--- src/rtl/sobel_line_packer.sv ---
// Packs the 1-bit Sobel pixel stream into MSB-first bytes, one framed packet per line:
// 2-byte line index header, then IMAGE_WIDTH/8 data bytes. No backpressure.
module sobel_line_packer #(
  parameter int IMAGE_WIDTH    = 1280,
  parameter int IMAGE_HEIGHT   = 720,
  parameter int LINE_IDX_WIDTH = 16
) (
  input  logic       clk,
  input  logic       rst_n,
  input  logic       valid,
  input  logic       hsync,
  input  logic       vsync,
  input  logic       sobel,
  output logic [7:0] out_data,
  output logic       out_valid,
  output logic       out_sol,
  output logic       out_eol,
  output logic       out_abort,
  output logic       frame_done,
  output logic       line_err
);

  localparam int PW = $clog2(IMAGE_WIDTH);
  localparam int LW = $clog2(IMAGE_HEIGHT) + 1;

  generate
    if (IMAGE_WIDTH % 8 != 0 || IMAGE_WIDTH < 8) begin : g_bad_width
      $error("sobel_line_packer: IMAGE_WIDTH must be a non-zero multiple of 8");
    end
    if (LINE_IDX_WIDTH < 1 || LINE_IDX_WIDTH > 16) begin : g_bad_idx
      $error("sobel_line_packer: LINE_IDX_WIDTH must be 1..16");
    end
  endgenerate

  typedef enum logic [1:0] {S_IDLE, S_LINE, S_DONE} state_t;

  state_t              state, state_n;
  logic [PW-1:0]       pixel_cnt, pixel_cnt_n;
  logic [LW-1:0]       line_cnt, line_cnt_n;
  logic [6:0]          sr, sr_n;
  logic                vsync_d;
  logic [7:0]          hdr_lo, hdr_lo_n;
  logic                hdr_pend, hdr_pend_n;
  logic [7:0]          out_data_n;
  logic                out_valid_n, out_sol_n, out_eol_n, out_abort_n, frame_done_n, line_err_n;

  logic                vs_rise, acc, last_pix, byte_done;
  logic [7:0]          shifted;
  logic [LW-1:0]       base_line;
  logic [LINE_IDX_WIDTH-1:0] idx;
  logic [15:0]         hdr;

  assign vs_rise   = vsync & ~vsync_d;
  assign acc       = valid & hsync;
  assign last_pix  = (pixel_cnt == PW'(IMAGE_WIDTH - 1));
  assign byte_done = (pixel_cnt[2:0] == 3'd7);
  assign shifted   = {sr, sobel};
  // A frame start on the same edge as the first pixel restarts the index at 0.
  assign base_line = vs_rise ? '0 : line_cnt;
  assign idx       = LINE_IDX_WIDTH'(base_line);
  assign hdr       = 16'(idx);

  always_comb begin
    state_n      = state;
    pixel_cnt_n  = pixel_cnt;
    line_cnt_n   = line_cnt;
    sr_n         = sr;
    hdr_lo_n     = hdr_lo;
    hdr_pend_n   = 1'b0;
    out_data_n   = 8'h00;
    out_valid_n  = 1'b0;
    out_sol_n    = 1'b0;
    out_eol_n    = 1'b0;
    out_abort_n  = 1'b0;
    frame_done_n = 1'b0;
    line_err_n   = line_err;

    if (hdr_pend) begin
      out_valid_n = 1'b1;
      out_data_n  = hdr_lo;
    end

    case (state)
      S_IDLE: begin
        if (vs_rise) begin
          line_cnt_n  = '0;
          pixel_cnt_n = '0;
        end
        if (acc) begin
          state_n     = S_LINE;
          sr_n        = {6'b0, sobel};
          pixel_cnt_n = PW'(1);
          out_valid_n = 1'b1;
          out_sol_n   = 1'b1;
          out_data_n  = hdr[15:8];
          hdr_lo_n    = hdr[7:0];
          hdr_pend_n  = 1'b1;
        end
      end
      S_LINE: begin
        if (acc && last_pix) begin
          // Final pixel wins over a simultaneous frame start: line completes, then index resets.
          out_valid_n = 1'b1;
          out_eol_n   = 1'b1;
          out_data_n  = shifted;
          sr_n        = '0;
          pixel_cnt_n = '0;
          line_cnt_n  = (line_cnt == LW'(IMAGE_HEIGHT)) ? line_cnt : line_cnt + LW'(1);
          if (line_cnt == LW'(IMAGE_HEIGHT - 1)) begin
            frame_done_n = 1'b1;
            state_n      = S_DONE;
          end else begin
            state_n = S_IDLE;
          end
          if (vs_rise) begin
            line_cnt_n = '0;
            state_n    = S_IDLE;
          end
        end else if (vs_rise) begin
          out_valid_n = 1'b0;
          out_data_n  = 8'h00;
          out_abort_n = 1'b1;
          line_err_n  = 1'b1;
          sr_n        = '0;
          pixel_cnt_n = '0;
          line_cnt_n  = '0;
          state_n     = S_IDLE;
        end else if (acc) begin
          pixel_cnt_n = pixel_cnt + PW'(1);
          if (byte_done) begin
            out_valid_n = 1'b1;
            out_data_n  = shifted;
            sr_n        = '0;
          end else begin
            sr_n = shifted[6:0];
          end
        end
      end
      S_DONE: begin
        if (acc) line_err_n = 1'b1;
        if (vs_rise) begin
          state_n     = S_IDLE;
          line_cnt_n  = '0;
          pixel_cnt_n = '0;
        end
      end
      default: state_n = S_IDLE;
    endcase
  end

  always_ff @(posedge clk or negedge rst_n) begin
    if (!rst_n) begin
      state      <= S_IDLE;
      pixel_cnt  <= '0;
      line_cnt   <= '0;
      sr         <= '0;
      vsync_d    <= 1'b0;
      hdr_lo     <= 8'h00;
      hdr_pend   <= 1'b0;
      out_data   <= 8'h00;
      out_valid  <= 1'b0;
      out_sol    <= 1'b0;
      out_eol    <= 1'b0;
      out_abort  <= 1'b0;
      frame_done <= 1'b0;
      line_err   <= 1'b0;
    end else begin
      state      <= state_n;
      pixel_cnt  <= pixel_cnt_n;
      line_cnt   <= line_cnt_n;
      sr         <= sr_n;
      vsync_d    <= vsync;
      hdr_lo     <= hdr_lo_n;
      hdr_pend   <= hdr_pend_n;
      out_data   <= out_data_n;
      out_valid  <= out_valid_n;
      out_sol    <= out_sol_n;
      out_eol    <= out_eol_n;
      out_abort  <= out_abort_n;
      frame_done <= frame_done_n;
      line_err   <= line_err_n;
    end
  end

endmodule

--- config.mk ---
export PLATFORM = sky130hd
export DESIGN_NAME = sobel_line_packer
export DESIGN_NICKNAME = d
export VERILOG_FILES = /design/src/rtl/sobel_line_packer.sv
export SDC_FILE = /design/constraint.sdc
export NUM_CORES = 1
export LEC_CHECK = 0
export CAP_MARGIN = 0
export CORE_MARGIN = 3
export CORE_UTILIZATION = 50
export CTS_BUF_LIST = sky130_fd_sc_hd__clkbuf_4
export CTS_CLUSTER_DIAMETER = 40
export CTS_CLUSTER_SIZE = 8
export DETAILED_ROUTE_END_ITERATION = 6
export PLACE_DENSITY = 0.71
export REMOVE_ABC_BUFFERS = 1
export SLEW_MARGIN = 20
export SYNTH_ARGS = -nofsm -noshare
export SYNTH_HDL_FRONTEND = slang
export SYNTH_SLANG_ARGS = --single-unit
--- constraint.sdc ---
create_clock -name clk -period 4.4 [get_ports clk]
set_input_delay 0.88 -clock clk [delete_from_list [all_inputs] [get_ports clk]]
set_output_delay 0.88 -clock clk [all_outputs]
set_load 0.02 [all_outputs]
# Word-level counts from Yosys, hierarchy flattened
# Index checks and enable logic that the tools add are counted.
totals:
  ff_bits: 54
  inputBits: 6
  output_inout_bits: 14
  wordCells: 93
op_classes:
  add_sub_neg: 2
  eq_ne: 12
  n_mux: 51
  bitwise: 3
  n_reduce_logical: 12
op_table:
  columns: ["cell", "n"]
  rows:
  - ["11-bit two-way mux", 9]
  - ["8-bit two-way mux", 6]
  - ["7-bit two-way mux", 5]
  - ["11-bit case mux with 3 select lines", 1]
  - ["11-bit by 1-bit adder with 11-bit output, second input constant", 2]
  - ["11-bit by 10-bit equality test with 1-bit output, second input constant", 2]
  - ["11-bit case mux with 2 select lines", 1]
  - ["1-bit two-way mux", 19]
  - ["8-bit case mux with 2 select lines", 1]
  - ["7-bit case mux with 2 select lines", 1]
  - ["11-bit equality test, second input constant", 1]
  - ["2-bit two-way mux", 5]
  - ["2-bit != test, second input constant", 4]
  - ["4-bit != test, second input constant", 2]
  - ["2-bit case mux with 3 select lines", 1]
  - ["2-bit AND reduction", 3]
  - ["2-bit nonzero test", 3]
  - ["1-bit case mux with 2 select lines", 2]
  - ["4-bit AND reduction", 1]
  - ["3-bit equality test, second input constant", 1]
  - ["3-bit AND reduction", 1]
  - ["3-bit nonzero test", 1]
  - ["1-bit AND", 2]
  - ["2-bit by 1-bit equality test with 1-bit output, second input constant", 1]
  - ["other kinds (5)", 5]

# Longest topological paths before layout
# Gate-level depths: netlist (run 1).
logic_depth:
  ltp_word: 6
  depth_mapped: 8
  ltp_nobuf: 7

# Least setup slack after synthesis (run 1)
# No wires, ideal clock.
synth_path:
  path_type: "input-to-reg"
  startpoint: "in valid"
  endpoint: "reg line_cnt[8]"
  setup_time_ps: 78
  t_arrival_ps: 2456
  required_ps: 4322
  path_slack_ps: 1867
  path_stages: 6
  n_path_buf: 1
  path_cell_list: "nand2_1 -> clkbuf_1 -> nor4_4 -> o2111ai_1 -> or4_1 -> a21oi_1"
synth_between:
  elab_chain_len: 4
  word_cells_on_any_way: 6
  cone_classes: "eq/ne: 1; mux: 2; bitwise: 1; reduce/logical: 2"
synth_rtl:
  columns: ["element", "line_no", "source"]
  rows:
  - ["from (decl)", "10", "input logic valid,"]
  - ["1-bit AND *", "54", "assign acc = valid & hsync;"]
  - ["1-bit logical AND *", "101", "if (acc && last_pix) begin"]
  - ["4-bit != test (no line) / 11-bit two-way mux (equally long branches)", null, null]
  - ["2-bit AND reduction (no line) / 11-bit case mux with 2 select lines (equally long branches)", null, null]
  - ["to (signal assigned)", "170", "line_cnt <= line_cnt_n;"]
  - ["to (decl)", "39", "logic [LW-1:0] line_cnt, line_cnt_n;"]
# Mark *: on every way between the ends. The rest lies on a longest branch, timed or not.
# A chain may end at the register's enable or synchronous reset.

# Worst setup path in the final report (run 1)
layout_path:
  startpoint: "in valid"
  endpoint: "reg line_cnt[7]"
# The elaborated chain is that of the path after synthesis.

==> results by group, run 1 <==
Synth
  – EDFF count, synth: 0
  – Synth cell types: 45
  – Synthesized cell area: 2710 sq um
  – Top FF cell, synth: dfrtp_1
  – YS warnings: 0
  – Async S/R FF share, synth: 100%
  – Synth Register Bits: 54
  – Syn Area/Cell: between 9 and 10 sq um
  – Sequential share of the synthesized area: roughly half
  – Mapped Cells: between 200 and 300

Global route
  – Largest net degree at the start of global routing: 55
  – GRT Residual Overflow: 0
  – Initial antenna violation count: 0
  – First-pass GRT wire length: about 11000 microns
  – GRT Total Usage: about a fifth
  – Vias in the first global route: between 2000 and 2500

STA
  – Fin Setup TNS: 0 ns
  – Worst-Margin Slew: 0.825 ns
  – Pins Over Slew Limit: 0
  – Max Clk Rate: between 300 and 400 MHz
  – Skew final: approximately 0.0095 ns
  – Tcrit/Tclk final: between 70% and 80%
  – Worst hold margin: ~0.48 ns
  – Min cycle time layout: around 3.1 ns
  – Worst rel slew slack: 44.6%
  – # setup viols final: 0
  – Setup WS post-layout: ~1.3 ns
  – RSZ-0062 raised after global routing: no
  – Final Hold Viols: 0

Floorplan
  – CORE AREA: slightly above 5000 sq um
  – Boundary pin count: 20
  – Width of the die: between 70 and 80 microns
  – Initial core utilization: a little over half
  – Total die area: approximately 6300 sq um
  – Die Y: about 80 microns
  – FP Rows: 26

Clock tree
  – Clock slew seen by the registers of the worst setup and hold paths: 0.15 ns
  – H-tree Lvls: 2
  – Later-pin clock latency in the skew report: between 0.3 and 0.4 ns
  – Root buf cell: clkbuf_4
  – CTS buffer count: 5
  – CTS-repair resized insts: 0
  – CTS tree: done
  – CTS Buffer Depth: 2
  – Clock sinks: 54
  – Post-CTS Setup Repair Bufs: 0
  – Cts hold-fix bufs: 0

Route
  – Final wirelength: 6090 microns
  – DR iter-0 viols: between 200 and 250
  – Vias: about 2300
  – First-pass DRT Iterations: 4
  – Post-DR vias/cell: around 6.1
  – DRT antenna net count: 0
  – Remaining DRCs: 0
  – WL per Instance: roughly 16 microns

Setup path
  – Crit Path Class: input port to flop
  – CP Max Fanout: 14
  – Critical Path AT: 3.45 ns
  – Critical-path top delay cell: or4_1
  – Critical path capture point type: flop
  – Worst Setup Start Kind: input port
  – CP cell instances: clkdlybuf4s50_1, nand2_1, or4_1, a2111o_1, or3_1, a21oi_1
  – Critical path's largest stage delay: ~0.86 ns
  – CP Data Required Time: 4.71 ns

Job
  – Max-cap violation count: 0

Layout
  – Layout cells sized above 1: under 10%
  – Fin cells: about 380
  – Net count reported at finish: around 320
  – Filler instances: 456
  – Commonest non-fill, non-tap cell in the layout: dfrtp_1
  – Final core occ: slightly below 60%
  – Area Growth Syn to Fin: 12.6%
  – Diode count: 0
  – Most frequent cells in the layout: 54 x dfrtp_1, 41 x nand2_1, 19 x nor2_1, 19 x o21ai_0, 18 x clkdlybuf4s50_1

Place
  – DP Cell Count: about 370
  – RePlAce Congestion: roughly 0.88
  – I/O Buffers: 19
  – DP HPWL: between 4000 and 5000 microns
  – Pre-CTS WS: 0.884 ns

Pwr
  – Lkg Pwr: around 1.3 nW
  – Pwr dens: about 360 nW/um^2
  – VDD IR-drop max: between 150 and 200 uV

Run status
  – Outcome: complete, no violations

Hold path
  – Hold crit path type: flop to flop
-- Yosys cell counts, types with 6 or more instances --
master | instances | share of area [%]
nand3_1 | 17 | 3.1
clkbuf_1 | 9 | 1.2
a22o_1 | 13 | 4.2
nor2_1 | 19 | 2.6
inv_1 | 10 | 1.4
a31oi_1 | 10 | 2.3
a21oi_1 | 14 | 2.6
nor3_1 | 6 | 1.1
o21ai_0 | 19 | 3.5
dfrtp_1 | 54 | 50
ha_1 | 8 | 3.7
nand2_1 | 41 | 5.7
-- metrics by stage --
| step | area, sq um | total power, W |
|---|---|---|
| 2_1_floorplan | 2670 | 0.000726 |
| 4_1_cts | 3050 | 0.00109 |
| 3_3_place_gp | 2970 | 0.000811 |
| 5_1_grt | 3050 | 0.00115 |
| 3_5_place_dp | 2970 | 0.000816 |
| 6_report | 3050 | 0.00108 |
-- path summary, 6_finish.rpt --
kind / cells past startpoint / startpoint / end / slack [ns]
worst min-delay path: 1 / line_err / line_err / 0.48
worst max register to register: 6 / pixel_cnt[0] / line_cnt[7] / 1.64
max in group asynchronous: 2 / rst_n / line_cnt[3] / 3.35
min in group asynchronous: 2 / rst_n / pixel_cnt[5] / 0.59
worst max-delay path: 6 / valid / line_cnt[7] / 1.26
worst min register to register: 1 / line_err / line_err / 0.48
-- final cells by class --
type | instances | area [sq um] | share of cell area [%]
Timing Repair Buffer | 23 | 215 | 7.06
Clock buffer | 5 | 37.5 | 1.23
Clock inverter | 3 | 40.0 | 1.31
Tap cell | 70 | 87.6 | 2.87
Inverter | 10 | 37.5 | 1.23
Multi-Input combinational cell | 211 | 1280 | 42.0
Sequential cell | 54 | 1350 | 44.3
-- metal layers --
| metal | part of all wire (%) | up-vias | GRT usage [%] |
|---|---|---|---|
| met4 | 1.4 | 0 | 4.98 |
| li1 | - | 1104 | - |
| met2 | 46 | 66 | 33.2 |
| met1 | 48 | 1107 | 30.8 |
| met5 | 0 | - | 0 |
| met3 | 4.7 | 10 | 3.72 |
-- flip-flops by register name, indices dropped and copies added, names as in the netlist --
register / cells
hdr_lo: 8
sr: 7
out_valid: 1
out_abort: 1
hdr_pend: 1
state: 2
frame_done: 1
line_cnt: 11
out_eol: 1
out_data: 8
line_err: 1
vsync_d: 1
pixel_cnt: 11
-- power by group --
part           switching (W)  internal [W]  total [W]
Combinational       0.000179     0.0000840   0.000263
Clock               0.000155      0.000118   0.000273
Sequential         0.0000240      0.000524   0.000548
-- cell families after synthesis --
family                   count (synthesis)  synth area share [%]
AND/OR/NAND/NOR                        113                  20.8
AO/OA/AOI/OAI                           88                  22.0
flip-flops                              54                  49.9
buffers and inverters                   20                  2.82
adder cells (fa/ha/maj)                  8                  3.70
multiplexers                             2                 0.786
-- critical path: cells and delay by family --
| family | cells | cell delay, ns |
|---|---|---|
| AND/OR/NAND/NOR | 3 | 1.48 |
| AO/OA/AOI/OAI | 2 | 0.57 |
| buffers and inverters | 1 | 0.50 |
Power figures use the tool's default switching activity.
==> run 2, diff against run 1 <==
- PLACE_DENSITY: 0.71 -> 0.73
- clock period: 4.4 -> 2.6 ns (I/O delays scaled with it)
==> run 2 against run 1 <==
  * Combinational power increased by 86%
  * Sequential power increased by 70%
  * Non-clock buffer count increased by 19
  * Total power increased by 69%
  * Worst setup slack got worse by 1.2 ns
  * Cell count increased by 5.1%
  * Die area unchanged
  * Clock-buffer cell count unchanged
  * Highest routed layer unchanged
==> results by group, run 2 (same netlist as run 1, synthesis figures left out) <==
Job
  – Max-cap violation count: 0

Setup path
  – Reg2reg setup slack: approximately 0.15 ns
  – Crit path from: hsync
  – Crit Path Class: input port to flop
  – Worst R2R End: line_cnt[7]
  – Critical Path AT: approximately 2.8 ns
  – Critical path capture point type: flop
  – R2R Path Start: pixel_cnt[0]
  – CP Data Required Time: ~2.9 ns
  – CP Max Fanout: 7
  – FF-to-FF path depth: 6
  – Worst Setup Start Kind: input port

Layout
  – Final core occ: just over 60%
  – Biggest regs: line_cnt: 11 flops, pixel_cnt: 11 flops
  – Area Growth Syn to Fin: 18.6%
  – Most frequent cells in the layout: 54 x dfrtp_1, 41 x nand2_1, 23 x buf_4, 19 x nor2_1, 19 x o21ai_0
  – Layout cells sized above 1: between 10% and 20%
  – Net count reported at finish: between 300 and 400
  – Multi-input gate area: roughly 1300 sq um
  – Fin area: 3210 sq um
  – Filler instances: 431
  – Commonest non-fill, non-tap cell in the layout: dfrtp_1
  – Seq. cell area: roughly 1400 sq um
  – Diode count: 0

STA
  – Final Hold Viols: 0
  – RSZ-0062 raised after global routing: no
  – Tcrit/Tclk final: a little over nine tenths
  – Worst hold margin: 0.226 ns
  – Worst-Margin Slew: 0.706 ns
  – Skew final: 0.0180 ns
  – Min cycle time layout: approximately 2.5 ns
  – Max Clk Rate: roughly 400 MHz
  – Pins Over Slew Limit: 0
  – # setup viols final: 0
  – Worst rel slew slack: a little over half

Route
  – DRT antenna net count: 0
  – DR iter-0 viols: ~190
  – Final wirelength: about 6200 microns
  – Vias: approximately 2400
  – First-pass DRT Iterations: 6
  – Post-DR vias/cell: slightly above 6
  – Remaining DRCs: 0
  – WL per Instance: approximately 16 microns

Pwr
  – Lkg Pwr: around 1.4 nW
  – Clock power share: between 20 and 25%
  – Combinational power share: about 27%
  – Sw Share: a little over a third
  – NetSw: 0.000643 W
  – Pwr dens: ~570 nW/um^2
  – Seq pwr share: between 50% and 60%
  – Internal power: between 0.001 and 0.0015 W
  – VDD IR-drop max: ~290 uV
  – Power Total: 0.00183 W

Global route
  – GRT Total Usage: between 20% and 30%
  – Initial antenna violation count: 0
  – Largest net degree at the start of global routing: 55
  – Vias in the first global route: ~2200
  – First-pass GRT wire length: roughly 11000 microns
  – GRT Residual Overflow: 0

Floorplan
  – Total die area: 6330 sq um
  – Width of the die: ~80 microns
  – Boundary pin count: 20
  – CORE AREA: approximately 5200 sq um
  – FP Rows: 26
  – Die Y: between 70 and 80 microns
  – Initial core utilization: 52.3%

Place
  – DP HPWL: ~4400 microns
  – Cell Area, Placed: slightly above 3000 sq um
  – RePlAce Congestion: about 0.9
  – I/O Buffers: 19

Clock tree
  – Clock sinks: 54
  – CTS Buffer Depth: 2
  – CTS tree: done
  – Clock slew seen by the registers of the worst setup and hold paths: approximately 0.17 ns
  – H-tree Lvls: 2
  – Root buf cell: clkbuf_4
  – CTS buffer count: 5
  – Later-pin clock latency in the skew report: around 0.38 ns
  – Cts hold-fix bufs: 0

Run status
  – Outcome: complete, no violations

Hold path
  – Hold crit path type: input port to asynchronous set/reset pin
run 2: layout make-up:
type | count | area share [%]
Clock inverter | 3 | 0.896
Clock buffer | 5 | 1.17
Tap cell | 70 | 2.73
Multi-Input combinational cell | 211 | 40.8
Sequential cell | 54 | 42.1
Timing Repair Buffer | 42 | 11.1
Inverter | 10 | 1.17
run 2: per-layer routing:
layer / up-vias / share of wire, % / track usage, % / wire [microns]
met2: 93 / 47 / 32.7 / 2920
met5: - / 0 / 0 / 0
li1: 1145 / - / - / -
met4: 0 / 0.82 / 5.84 / 51
met3: 6 / 6.0 / 4.18 / 372
met1: 1167 / 46 / 30.7 / 2890
run 2: power groups by stage:
stage,sequential [W],combinational [W],clock (W)
5_1_grt,0.000938,0.000551,0.000464
3_5_place_dp,0.000943,0.000464,0
6_report,0.000929,0.000490,0.000409
4_1_cts,0.000929,0.000466,0.000425
2_1_floorplan,0.000947,0.000282,0
3_3_place_gp,0.000943,0.000459,0
run 2: per-stage QoR:
step / instances / setup slack (ns) / setup TNS (ns)
after floorplan: 275 / 0.124 / 0
after global placement: 384 / -0.169 / -2.23
after detailed placement: 384 / -0.252 / -3.87
after CTS: 392 / 0.00784 / 0
after global routing: 395 / 0.0244 / 0
final: 395 / 0.101 / 0
run 2: worst max path at each step:
stage,slack (ns),end,cells past startpoint
after global placement,-0.17,sr[4],7
final,0.10,line_cnt[7],6
after detailed placement,-0.25,line_cnt[7],6
after CTS,0.008,line_cnt[7],6
after floorplan,0.12,pixel_cnt[9],5
after global routing,0.02,line_cnt[7],6
run 2: critical path, stage by stage:
cell	delay (ns)
clkdlybuf4s50_1	0.48
nand2_1	0.21
or4_1	0.68
a2111o_1	0.37
or3_1	0.37
a21oi_1	0.17
run 2: what timing repair did:
action	4_1_cts	5_1_grt
setup buffers	0	3
setup endpoints to repair	0	13
endpoints found under the hold margin	0	0
gates resized for setup	0	3
